===== src/rtl/mdio_pkg.sv =====
// Shared MDIO Clause-22 definitions: frame fields, FSM states
// and the frame builder used by the arbiter and the controller.
package mdio_pkg;

    localparam logic [1:0] ST       = 2'b01;
    localparam logic [1:0] OP_WRITE = 2'b01;
    localparam logic [1:0] OP_READ  = 2'b10;
    localparam logic [1:0] TA       = 2'b10;

    localparam int BMSR_LINK_BIT = 2;

    typedef enum logic [1:0] {
        S_IDLE,
        S_START,
        S_WAIT,
        S_DONE
    } state_t;

    typedef enum logic {
        G_POLL = 1'b0,
        G_HOST = 1'b1
    } grant_t;

    function automatic logic [31:0] build_frame(
        input logic [1:0]  op,
        input logic [4:0]  phy,
        input logic [4:0]  regad,
        input logic [15:0] data
    );
        return {ST, op, phy, regad, TA, data};
    endfunction

endpackage


===== src/rtl/mdio_poll_timer.sv =====
// Auto-poll period timer: fires at count 0, reloads, and keeps a
// single pending flag that the arbiter clears when it grants the poll.
module mdio_poll_timer #(
    parameter int POLL_PERIOD = 1000
) (
    input  logic clk,
    input  logic reset,
    input  logic en,
    input  logic grant_clr,
    output logic fire,
    output logic pend
);

    localparam int CW = $clog2(POLL_PERIOD + 1);
    localparam logic [CW-1:0] RELOAD = CW'(POLL_PERIOD - 1);

    logic [CW-1:0] cnt;

    assign fire = en && (cnt == '0);

    // Down-count while enabled; a grant consumes the pending request,
    // and an expiry while already pending does not queue a second one.
    always_ff @(posedge clk) begin
        if (reset) begin
            cnt  <= '0;
            pend <= 1'b0;
        end else if (!en) begin
            cnt  <= '0;
            pend <= 1'b0;
        end else begin
            cnt <= fire ? RELOAD : cnt - CW'(1);
            if (grant_clr) begin
                pend <= 1'b0;
            end else if (fire) begin
                pend <= 1'b1;
            end
        end
    end

endmodule


===== src/rtl/mdio_arbiter.sv =====
// Shares one MDIO controller between the host register port and the
// PHY status auto-poller; builds frames and returns read data.
module mdio_arbiter
    import mdio_pkg::*;
#(
    parameter int         POLL_PERIOD = 1000,
    parameter logic [4:0] POLL_PHY    = 5'd1,
    parameter logic [4:0] POLL_REG    = 5'd1,
    parameter int         TIMEOUT     = 4096
) (
    input  logic        clk,
    input  logic        reset,
    input  logic        host_req,
    input  logic        host_write,
    input  logic [4:0]  host_phy,
    input  logic [4:0]  host_reg,
    input  logic [15:0] host_wdata,
    output logic        host_busy,
    output logic        host_done,
    output logic        host_err,
    output logic [15:0] host_rdata,
    input  logic        poll_en,
    output logic [15:0] poll_status,
    output logic        poll_valid,
    output logic        link_change,
    output logic        mdio_start,
    output logic [31:0] t_data,
    input  logic        ctrl_done,
    input  logic [15:0] ctrl_rd_data
);

    localparam int WCW = $clog2(TIMEOUT + 1);
    localparam logic [WCW-1:0] WAIT_LAST = WCW'(TIMEOUT - 1);

    state_t state, state_nx;
    grant_t gnt, last_grant;

    logic           host_pend;
    logic           h_write;
    logic [4:0]     h_phy;
    logic [4:0]     h_reg;
    logic [15:0]    h_wdata;
    logic [WCW-1:0] wait_cnt;

    logic        host_acc;
    logic        host_want;
    logic        poll_fire;
    logic        poll_pend;
    logic        poll_want;
    logic        grant_vld;
    logic        grant_host;
    logic        done_ok;
    logic        done_err;
    logic        cur_write;
    logic [4:0]  cur_phy;
    logic [4:0]  cur_reg;
    logic [15:0] cur_wdata;
    logic [31:0] host_frame;
    logic [31:0] poll_frame;

    assign host_acc  = host_req && !host_busy;
    assign host_want = host_pend || host_acc;
    assign poll_want = poll_pend || poll_fire;

    // A request accepted this cycle can be granted before its fields
    // land in the capture registers, so take them straight from the port.
    assign cur_write = host_acc ? host_write : h_write;
    assign cur_phy   = host_acc ? host_phy   : h_phy;
    assign cur_reg   = host_acc ? host_reg   : h_reg;
    assign cur_wdata = host_acc ? host_wdata : h_wdata;

    assign host_frame = build_frame(cur_write ? OP_WRITE : OP_READ,
                                    cur_phy, cur_reg,
                                    cur_write ? cur_wdata : 16'h0000);
    assign poll_frame = build_frame(OP_READ, POLL_PHY, POLL_REG, 16'h0000);

    assign mdio_start = (state == S_START);

    mdio_poll_timer #(
        .POLL_PERIOD(POLL_PERIOD)
    ) u_timer (
        .clk      (clk),
        .reset    (reset),
        .en       (poll_en),
        .grant_clr(grant_vld && !grant_host),
        .fire     (poll_fire),
        .pend     (poll_pend)
    );

    // State register.
    always_ff @(posedge clk) begin
        if (reset) begin
            state <= S_IDLE;
        end else begin
            state <= state_nx;
        end
    end

    // Next state, round-robin grant on ties, completion decode.
    always_comb begin
        state_nx   = state;
        grant_vld  = 1'b0;
        grant_host = 1'b0;
        done_ok    = 1'b0;
        done_err   = 1'b0;
        unique case (state)
            S_IDLE: begin
                if (host_want && poll_want) begin
                    grant_vld  = 1'b1;
                    grant_host = (last_grant == G_POLL);
                end else if (host_want || poll_want) begin
                    grant_vld  = 1'b1;
                    grant_host = host_want;
                end
                if (grant_vld) begin
                    state_nx = S_START;
                end
            end
            S_START: state_nx = S_WAIT;
            S_WAIT: begin
                if (ctrl_done) begin
                    done_ok  = 1'b1;
                    state_nx = S_DONE;
                end else if (wait_cnt == WAIT_LAST) begin
                    done_err = 1'b1;
                    state_nx = S_DONE;
                end
            end
            S_DONE: state_nx = S_IDLE;
            default: state_nx = S_IDLE;
        endcase
    end

    // Request capture, frame register, wait counter and result outputs.
    always_ff @(posedge clk) begin
        if (reset) begin
            host_busy   <= 1'b0;
            host_pend   <= 1'b0;
            h_write     <= 1'b0;
            h_phy       <= '0;
            h_reg       <= '0;
            h_wdata     <= '0;
            gnt         <= G_POLL;
            last_grant  <= G_POLL;
            t_data      <= '0;
            wait_cnt    <= '0;
            host_done   <= 1'b0;
            host_err    <= 1'b0;
            host_rdata  <= '0;
            poll_status <= '0;
            poll_valid  <= 1'b0;
            link_change <= 1'b0;
        end else begin
            host_done   <= 1'b0;
            host_err    <= 1'b0;
            poll_valid  <= 1'b0;
            link_change <= 1'b0;

            if (state == S_DONE && gnt == G_HOST) begin
                host_busy <= 1'b0;
            end

            if (host_acc) begin
                host_busy <= 1'b1;
                h_write   <= host_write;
                h_phy     <= host_phy;
                h_reg     <= host_reg;
                h_wdata   <= host_wdata;
                host_pend <= !(grant_vld && grant_host);
            end else if (grant_vld && grant_host) begin
                host_pend <= 1'b0;
            end

            if (grant_vld) begin
                t_data     <= grant_host ? host_frame : poll_frame;
                gnt        <= grant_host ? G_HOST : G_POLL;
                last_grant <= grant_host ? G_HOST : G_POLL;
            end

            if (state == S_START) begin
                wait_cnt <= '0;
            end else if (state == S_WAIT) begin
                wait_cnt <= wait_cnt + WCW'(1);
            end

            if (done_ok || done_err) begin
                if (gnt == G_HOST) begin
                    host_done <= 1'b1;
                    host_err  <= done_err;
                    if (done_err) begin
                        host_rdata <= 16'hFFFF;
                    end else if (!h_write) begin
                        host_rdata <= ctrl_rd_data;
                    end
                end else if (done_ok) begin
                    poll_status <= ctrl_rd_data;
                    poll_valid  <= 1'b1;
                    link_change <= ctrl_rd_data[BMSR_LINK_BIT]
                                 ^ poll_status[BMSR_LINK_BIT];
                end
            end
        end
    end

endmodule


===== config.mk =====
export PLATFORM = sky130hd
export DESIGN_NAME = mdio_arbiter
export DESIGN_NICKNAME = d
export VERILOG_FILES = /design/src/rtl/mdio_pkg.sv /design/src/rtl/mdio_poll_timer.sv /design/src/rtl/mdio_arbiter.sv
export SDC_FILE = /design/constraint.sdc
export NUM_CORES = 1
export LEC_CHECK = 0
export BUFFER_PORTS_ARGS = -buffer_cell sky130_fd_sc_hd__buf_4
export CAP_MARGIN = 20
export CORE_ASPECT_RATIO = 2
export CORE_UTILIZATION = 25
export CTS_BUF_LIST = sky130_fd_sc_hd__clkbuf_4
export DETAILED_ROUTE_END_ITERATION = 6
export GPL_ROUTABILITY_DRIVEN = 0
export MAX_ROUTING_LAYER = met4
export PLACE_DENSITY = 0.41
export SYNTH_ARGS = -nofsm -noshare
export SYNTH_HDL_FRONTEND = slang
export SYNTH_SLANG_ARGS = --single-unit
export TNS_END_PERCENT = 20

===== constraint.sdc =====
create_clock -name clk -period 4.11 [get_ports clk]
set_input_delay 1.233 -clock clk [delete_from_list [all_inputs] [get_ports clk]]
set_output_delay 1.233 -clock clk [all_outputs]
set_load 0.1 [all_outputs]

==> results of run 1 <==
cells by family after synthesis:
logic type                 after synthesis  share of synthesized area, %
DFF                                    121                          53.2
xor gates and xnor gates                16                          3.08
AOI/OAI and AO/OA                      116                          17.0
adders and majority gates                7                          1.93
muxes                                    5                          1.10
other                                    1                        0.0824
and+or+nand+nor                        188                          18.6
buffers and inverters                   44                          4.90
cell usage in the layout (no fill, tap or decap), types with 3 or more instances in the layout:
| cell type | n |
|---|---|
| a211oi_1 | 5 |
| a21oi_1 | 54 |
| a22o_1 | 21 |
| a22o_2 | 4 |
| buf_4 | 120 |
| bufinv_16 | 5 |
| clkbuf_4 | 19 |
| clkinvlp_4 | 4 |
| dfxtp_1 | 121 |
| ha_1 | 7 |
| inv_1 | 12 |
| mux2i_1 | 5 |
| nand2_1 | 88 |
| nand2b_1 | 5 |
| nand3_1 | 5 |
| nand4_1 | 3 |
| nor2_1 | 53 |
| nor3_1 | 9 |
| nor4_1 | 4 |
| o21a_1 | 16 |
| o21ai_0 | 5 |
| or4_1 | 4 |
| xnor2_1 | 12 |
| xor2_1 | 4 |
power by group through the flow:
stage	sequential, mW	clock (mW)	combinational, mW
global route	1.36	1.10	1.10
detailed placement	1.37	0	1.04
CTS	1.35	1.05	1.05
finish	1.35	1.01	1.03
floorplan	1.73	0	0.457
global placement	1.37	0	1.03
through the flow:
stage | cells | power, mW | hold WS, ns
floorplan | 499 | 2.19 | 0.429
global placement | 800 | 2.41 | 0.445
detailed placement | 800 | 2.42 | 0.450
CTS | 832 | 3.45 | 0.464
global route | 833 | 3.56 | 0.493
finish | 833 | 3.39 | 0.463
how the worst max path moves through the flow:
stage / to / cells past startpoint / startpoint / slack, ns
floorplan: t_data[28] / 5 / host_req / 1.39
global placement: t_data[3] / 5 / poll_en / 1.04
detailed placement: t_data[1] / 5 / poll_en / 0.99
CTS: mdio_start / 3 / state[1] / 1.28
global route: mdio_start / 3 / state[1] / 1.25
finish: mdio_start / 3 / state[1] / 1.37
per-layer routing:
metal,vias to the layer above,global-route usage [%],wire [um]
li1,1906,-,-
met1,1788,13.0,4630
met2,88,26.7,7080
met3,13,4.02,513
met4,0,5.77,229
met5,-,-,0
critical path, cell delays in order (launching register included):
cell and delay (ns):
dfxtp_1 0.35, inv_1 0.08, ha_1 0.24, buf_4 0.32
layout make-up:
type | count | share of cell area [%]
Antenna cell | 1 | 0.0424
Clock buffer | 19 | 2.42
Clock inverter | 13 | 3.42
Inverter | 12 | 0.764
Multi-Input combinational cell | 334 | 32.5
Sequential cell | 121 | 41.1
Tap cell | 213 | 4.52
Timing Repair Buffer | 120 | 15.3
==> results.py, run 1 <==
metrics = {
    "status": {
        "status": "complete, no violations",
    },
    "cells_and_area": {
        "areaGrowthSynthToFinish_pct": 29.6,
        "drive_above_1_share_pct": 26.8,
        "fin_util_pct": 33.2,
        "regMostFlops": "t_data",
        "final-seq-area_um2": 2420,
        "nets": 661,
        "multi_input_area_um2": 1920,
        "nFillCells": 1918,
        "largest_reg_flops": 29,
        "fin_area_um2": 5900,
    },
    "floorplanning": {
        "dieHeight_um": 193,
        "die_w_um": 97.4,
        "dieArea_um2": 18800,
        "io_pins": 118,
        "rows": 69,
        "design.core.area_um2": 17800,
        "initial_core_util_pct": 25.6,
    },
    "pwr": {
        "irDropWorstVdd_uv": 154,
        "powerDensity_nw_per_um2": 574,
        "power_frac_comb_pct": 30.4,
        "p_int_mw": 2.09,
        "swShare_pct": 38.4,
        "p_switching_mw": 1.30,
        "pwr-share-clk_pct": 29.8,
        "seq_power_share_pct": 39.7,
        "leakage_nw": 2.40,
    },
    "placed_design": {
        "dpl_cell_area_um2": 5550,
        "port_buffers": 115,
        "post-place-ws_ns": 0.987,
        "hpwl_mm": 8.90,
    },
    "synth": {
        "synthCells": 498,
        "ys.flop_type": "dfxtp_1",
        "synthDistinctLibCells": 48,
        "ys_seq_area_share_pct": 53.2,
        "async_reset_ff_share_pct": 0,
        "yosys-top-cells-count": "dfxtp_1, nand2_1, a21oi_1, nor2_1, a22o_1",
        "syn_area_um2": 4550,
        "synth_area_leaders": "dfxtp_1, nand2_1, a21oi_1",
        "postSynthAreaPerCell_um2": 9.14,
        "synth_edf_count": 0,
        "yosysMostFrequentCell": "dfxtp_1",
        "synth_top_area_cell": "dfxtp_1",
        "synth_seq_cells": 121,
        "synth_top_area_share_pct": 53.2,
        "synth_warnings": 0,
    },
    "worst_setup_path": {
        "end_kind": "output pin",
        "reg2reg_setup_slack_ns": 1.45,
        "r2r_end": "t_data[1]",
        "r2r-start": "u_timer.cnt[4]",
        "cp.required_ns": 2.88,
        "critPathArrivalTime_ns": 1.50,
        "rr_worst_depth": 4,
        "start_kind": "flip-flop",
        "critPathMaxFanout": 4,
        "worstSetupPathType": "reg -> out",
    },
    "cts": {
        "cts_buffer_depth": 2,
        "cts_tree": "built",
        "numCtsBuffers": 17,
        "h-tree-depth": 4,
        "clkTransAtPathRegs_ns": 0.09,
        "hold_buffers": 0,
        "clock_latency_ns": 0.53,
        "cts_root_buf": "clkbuf_4",
        "cts_repair_resize_count": 0,
        "postCtsSetupBuffers": 0,
        "clock-sinks": 121,
    },
    "timing": {
        "hold_viol": 0,
        "min_period_ns": 2.74,
        "rsz0062_at_grt": "no",
        "fin_crit_sh_pct": 66.6,
        "setup_slack_ns": 1.37,
        "max_freq_mhz": 365,
        "clock_skew_ns": 0.0265,
        "report.final.slew_viol_count": 0,
        "slew_headroom_pct": 33.2,
        "tightest_slew_ns": 1.00,
        "setup_viol": 0,
        "fin_setup_tns_ns": 0,
    },
    "hold_path": {
        "hp-start": "poll_status[10]",
        "min_path_cells": 2,
        "hold_end": "poll_status[10]",
        "hp-class": "reg -> reg",
    },
    "global_routing": {
        "grt_overflow": 0,
        "grt_usage_pct": 14.1,
        "grt_max_degree": 54,
        "grt_pass1_vias": 3936,
        "grt_antenna_before_repair": 1,
        "grt_first_pass_wirelength_mm": 19.8,
    },
    "detailed_routing": {
        "vias": 3795,
        "ant_nets": 0,
        "vias_per_cell": 4.56,
        "routedWlPerCell_um": 14.9,
        "firstDrtPassIters": 4,
        "drt-total-wl_mm": 12.5,
        "drc": 0,
        "drt_iter0_drc": 117,
    },
    "flow_run": {
        "maxCapViolCount": 0,
    },
}
Note: power is estimated with default switching activity, not from simulation.
==> run 2: changes to the inputs <==
ABC_AREA = 1   (was default)
PLACE_DENSITY = 0.4   (was 0.41)
clock period = 2.8 ns   (was 4.11 ns; I/O delays follow)
==> run 2 against run 1 <==
Against the previous run: clock-buffer cell count grew 2; worst setup slack worse by 0.89 ns; register-to-register slack got worse by 0.60 ns; highest routed layer unchanged.
==> results.py, run 2 <==
metrics = {
    "status": {
        "status": "complete, no violations",
    },
    "cells_and_area": {
        "nFillCells": 2195,
        "regMostFlops": "t_data",
        "drive_above_1_share_pct": 21.2,
        "layout_commonest_cell": "nor2_1",
        "nets": 847,
        "fin_util_pct": 32.9,
        "largest_reg_flops": 29,
        "layout_common_cells": "nor2_1, buf_4, nand2_1, dfxtp_1, inv_1",
        "fin_area_um2": 6350,
        "areaGrowthSynthToFinish_pct": 29.4,
    },
    "worst_setup_path": {
        "end_kind": "output pin",
        "worstSetupPathType": "reg -> out",
        "reg2reg_setup_slack_ns": 0.85,
        "r2r_end": "poll_status[8]",
        "critPathArrivalTime_ns": 1.48,
        "cp.required_ns": 1.96,
        "critPathMaxFanout": 4,
        "cp-endpoint": "mdio_start",
        "r2r-start": "state[0]",
        "crit_start": "state[1]",
        "rr_worst_depth": 8,
        "start_kind": "flip-flop",
    },
    "cts": {
        "cts_root_buf": "clkbuf_4",
        "h-tree-depth": 4,
        "cts_buffer_depth": 2,
        "clock_latency_ns": 0.53,
        "cts_repair_resize_count": 0,
        "clock-sinks": 121,
        "hold_buffers": 0,
        "numCtsBuffers": 17,
        "postCtsSetupBuffers": 0,
        "clkTransAtPathRegs_ns": 0.10,
        "cts_tree": "built",
    },
    "floorplanning": {
        "design.core.area_um2": 19300,
        "io_pins": 118,
        "rows": 72,
        "dieHeight_um": 200,
        "die_w_um": 101,
        "initial_core_util_pct": 25.4,
        "dieArea_um2": 20200,
    },
    "pwr": {
        "leakage_nw": 3.00,
        "irDropWorstVdd_uv": 642,
        "powerDensity_nw_per_um2": 841,
    },
    "timing": {
        "min_period_ns": 2.32,
        "slew_headroom_pct": 60.8,
        "report.final.slew_viol_count": 0,
        "fin_setup_tns_ns": 0,
        "tightest_slew_ns": 0.584,
        "hold_viol": 0,
        "rsz0062_at_grt": "no",
        "clock_skew_ns": 0.0229,
        "setup_viol": 0,
        "fin_crit_sh_pct": 82.8,
        "max_freq_mhz": 431,
    },
    "synth": {
        "synth_seq_cells": 121,
        "synthCells": 674,
        "async_reset_ff_share_pct": 0,
        "ys_seq_area_share_pct": 49.4,
        "synth_top_area_cell": "dfxtp_1",
        "synthDistinctLibCells": 35,
        "synth_edf_count": 0,
        "synth_area_leaders": "dfxtp_1, nor2_1, nand2_1",
        "synth_top_area_share_pct": 49.4,
        "postSynthAreaPerCell_um2": 7.28,
        "synth_warnings": 0,
        "ys.flop_type": "dfxtp_1",
        "yosys-top-cells-count": "nor2_1, nand2_1, dfxtp_1, inv_1, nand3_1",
        "yosysMostFrequentCell": "nor2_1",
        "syn_area_um2": 4910,
    },
    "global_routing": {
        "grt_overflow": 0,
        "grt_max_degree": 82,
        "grt_usage_pct": 15.7,
        "grt_pass1_vias": 4637,
        "grt_first_pass_wirelength_mm": 23.5,
        "grt_antenna_before_repair": 2,
    },
    "flow_run": {
        "maxCapViolCount": 0,
    },
    "detailed_routing": {
        "drc": 0,
        "ant_nets": 0,
        "drt_iter0_drc": 184,
        "vias_per_cell": 4.22,
        "vias": 4499,
        "drt-total-wl_mm": 14.5,
        "routedWlPerCell_um": 13.6,
        "firstDrtPassIters": 4,
    },
    "placed_design": {
        "port_buffers": 115,
        "dpl_cell_area_um2": 6060,
        "hpwl_mm": 10.3,
    },
    "hold_path": {
        "hp-class": "reg -> reg",
    },
}
==> run 2: power breakdown <==
part | internal (mW) | switching [mW]
Combinational | 0.439 | 1.57
Clock | 0.644 | 0.654
Sequential | 1.92 | 0.116
==> run 2: stage by stage <==
| stage | setup slack (ns) | instances | hold slack (ns) | total power, mW |
|---|---|---|---|---|
| 2_1_floorplan | 0.586 | 675 | 0.439 | 3.59 |
| 3_3_place_gp | 0.592 | 1032 | 0.447 | 4.10 |
| 3_5_place_dp | 0.581 | 1032 | 0.462 | 4.10 |
| 4_1_cts | 0.380 | 1064 | 0.478 | 5.44 |
| 5_1_grt | 0.360 | 1066 | 0.492 | 5.63 |
| 6_report | 0.481 | 1066 | 0.480 | 5.34 |
==> run 2: layout make-up <==
type	instances	area [um^2]	area share (%)
flip-flops and latches	121	2420	38.2
multi-input cells	450	2060	32.5
repair buffers	127	966	15.2
well taps	259	324	5.10
inverters	75	282	4.43
clock buffers	21	158	2.48
clock inverters	11	129	2.03
diodes	2	5.00	0.0788
==> run 2: cell families (layout without fill, tap and decap cells) <==
| kind of cell | Yosys count | in the layout | share of synthesized area [%] |
|---|---|---|---|
| compound gates | 84 | 84 | 9.10 |
| xor+xnor | 4 | 4 | 0.714 |
| fa+ha+maj | 7 | 7 | 1.79 |
| buf+inv | 104 | 234 | 8.65 |
| flops | 121 | 121 | 49.4 |
| other cells | 1 | 4 | 0.0764 |
| simple gates | 353 | 353 | 30.3 |
==> run 2: critical path, stage by stage, from the launching register on <==
cell	delay, ns
dfxtp_1	0.35
inv_1	0.09
ha_1	0.21
buf_4	0.31
==> run 2: worst min path at each step <==
| stage | endpoint | slack [ns] | depth (start not counted) | start |
|---|---|---|---|---|
| 2_1_floorplan | wait_cnt[12] | 0.44 | 2 | wait_cnt[12] |
| 3_5_place_dp | wait_cnt[12] | 0.46 | 2 | wait_cnt[12] |
| 5_1_grt | poll_status[15] | 0.49 | 3 | ctrl_rd_data[15] |
| 6_report | wait_cnt[12] | 0.48 | 2 | wait_cnt[12] |
| 4_1_cts | wait_cnt[12] | 0.48 | 2 | wait_cnt[12] |
| 3_3_place_gp | wait_cnt[12] | 0.45 | 2 | wait_cnt[12] |
==> run 2: metal layers <==
layer	up-vias	global-route usage [%]	part of all wire, %
li1	2347	-	-
met1	2036	15.7	39
met2	95	28.3	55
met3	21	3.21	3.4
met4	0	7.35	2.8
met5	-	-	0
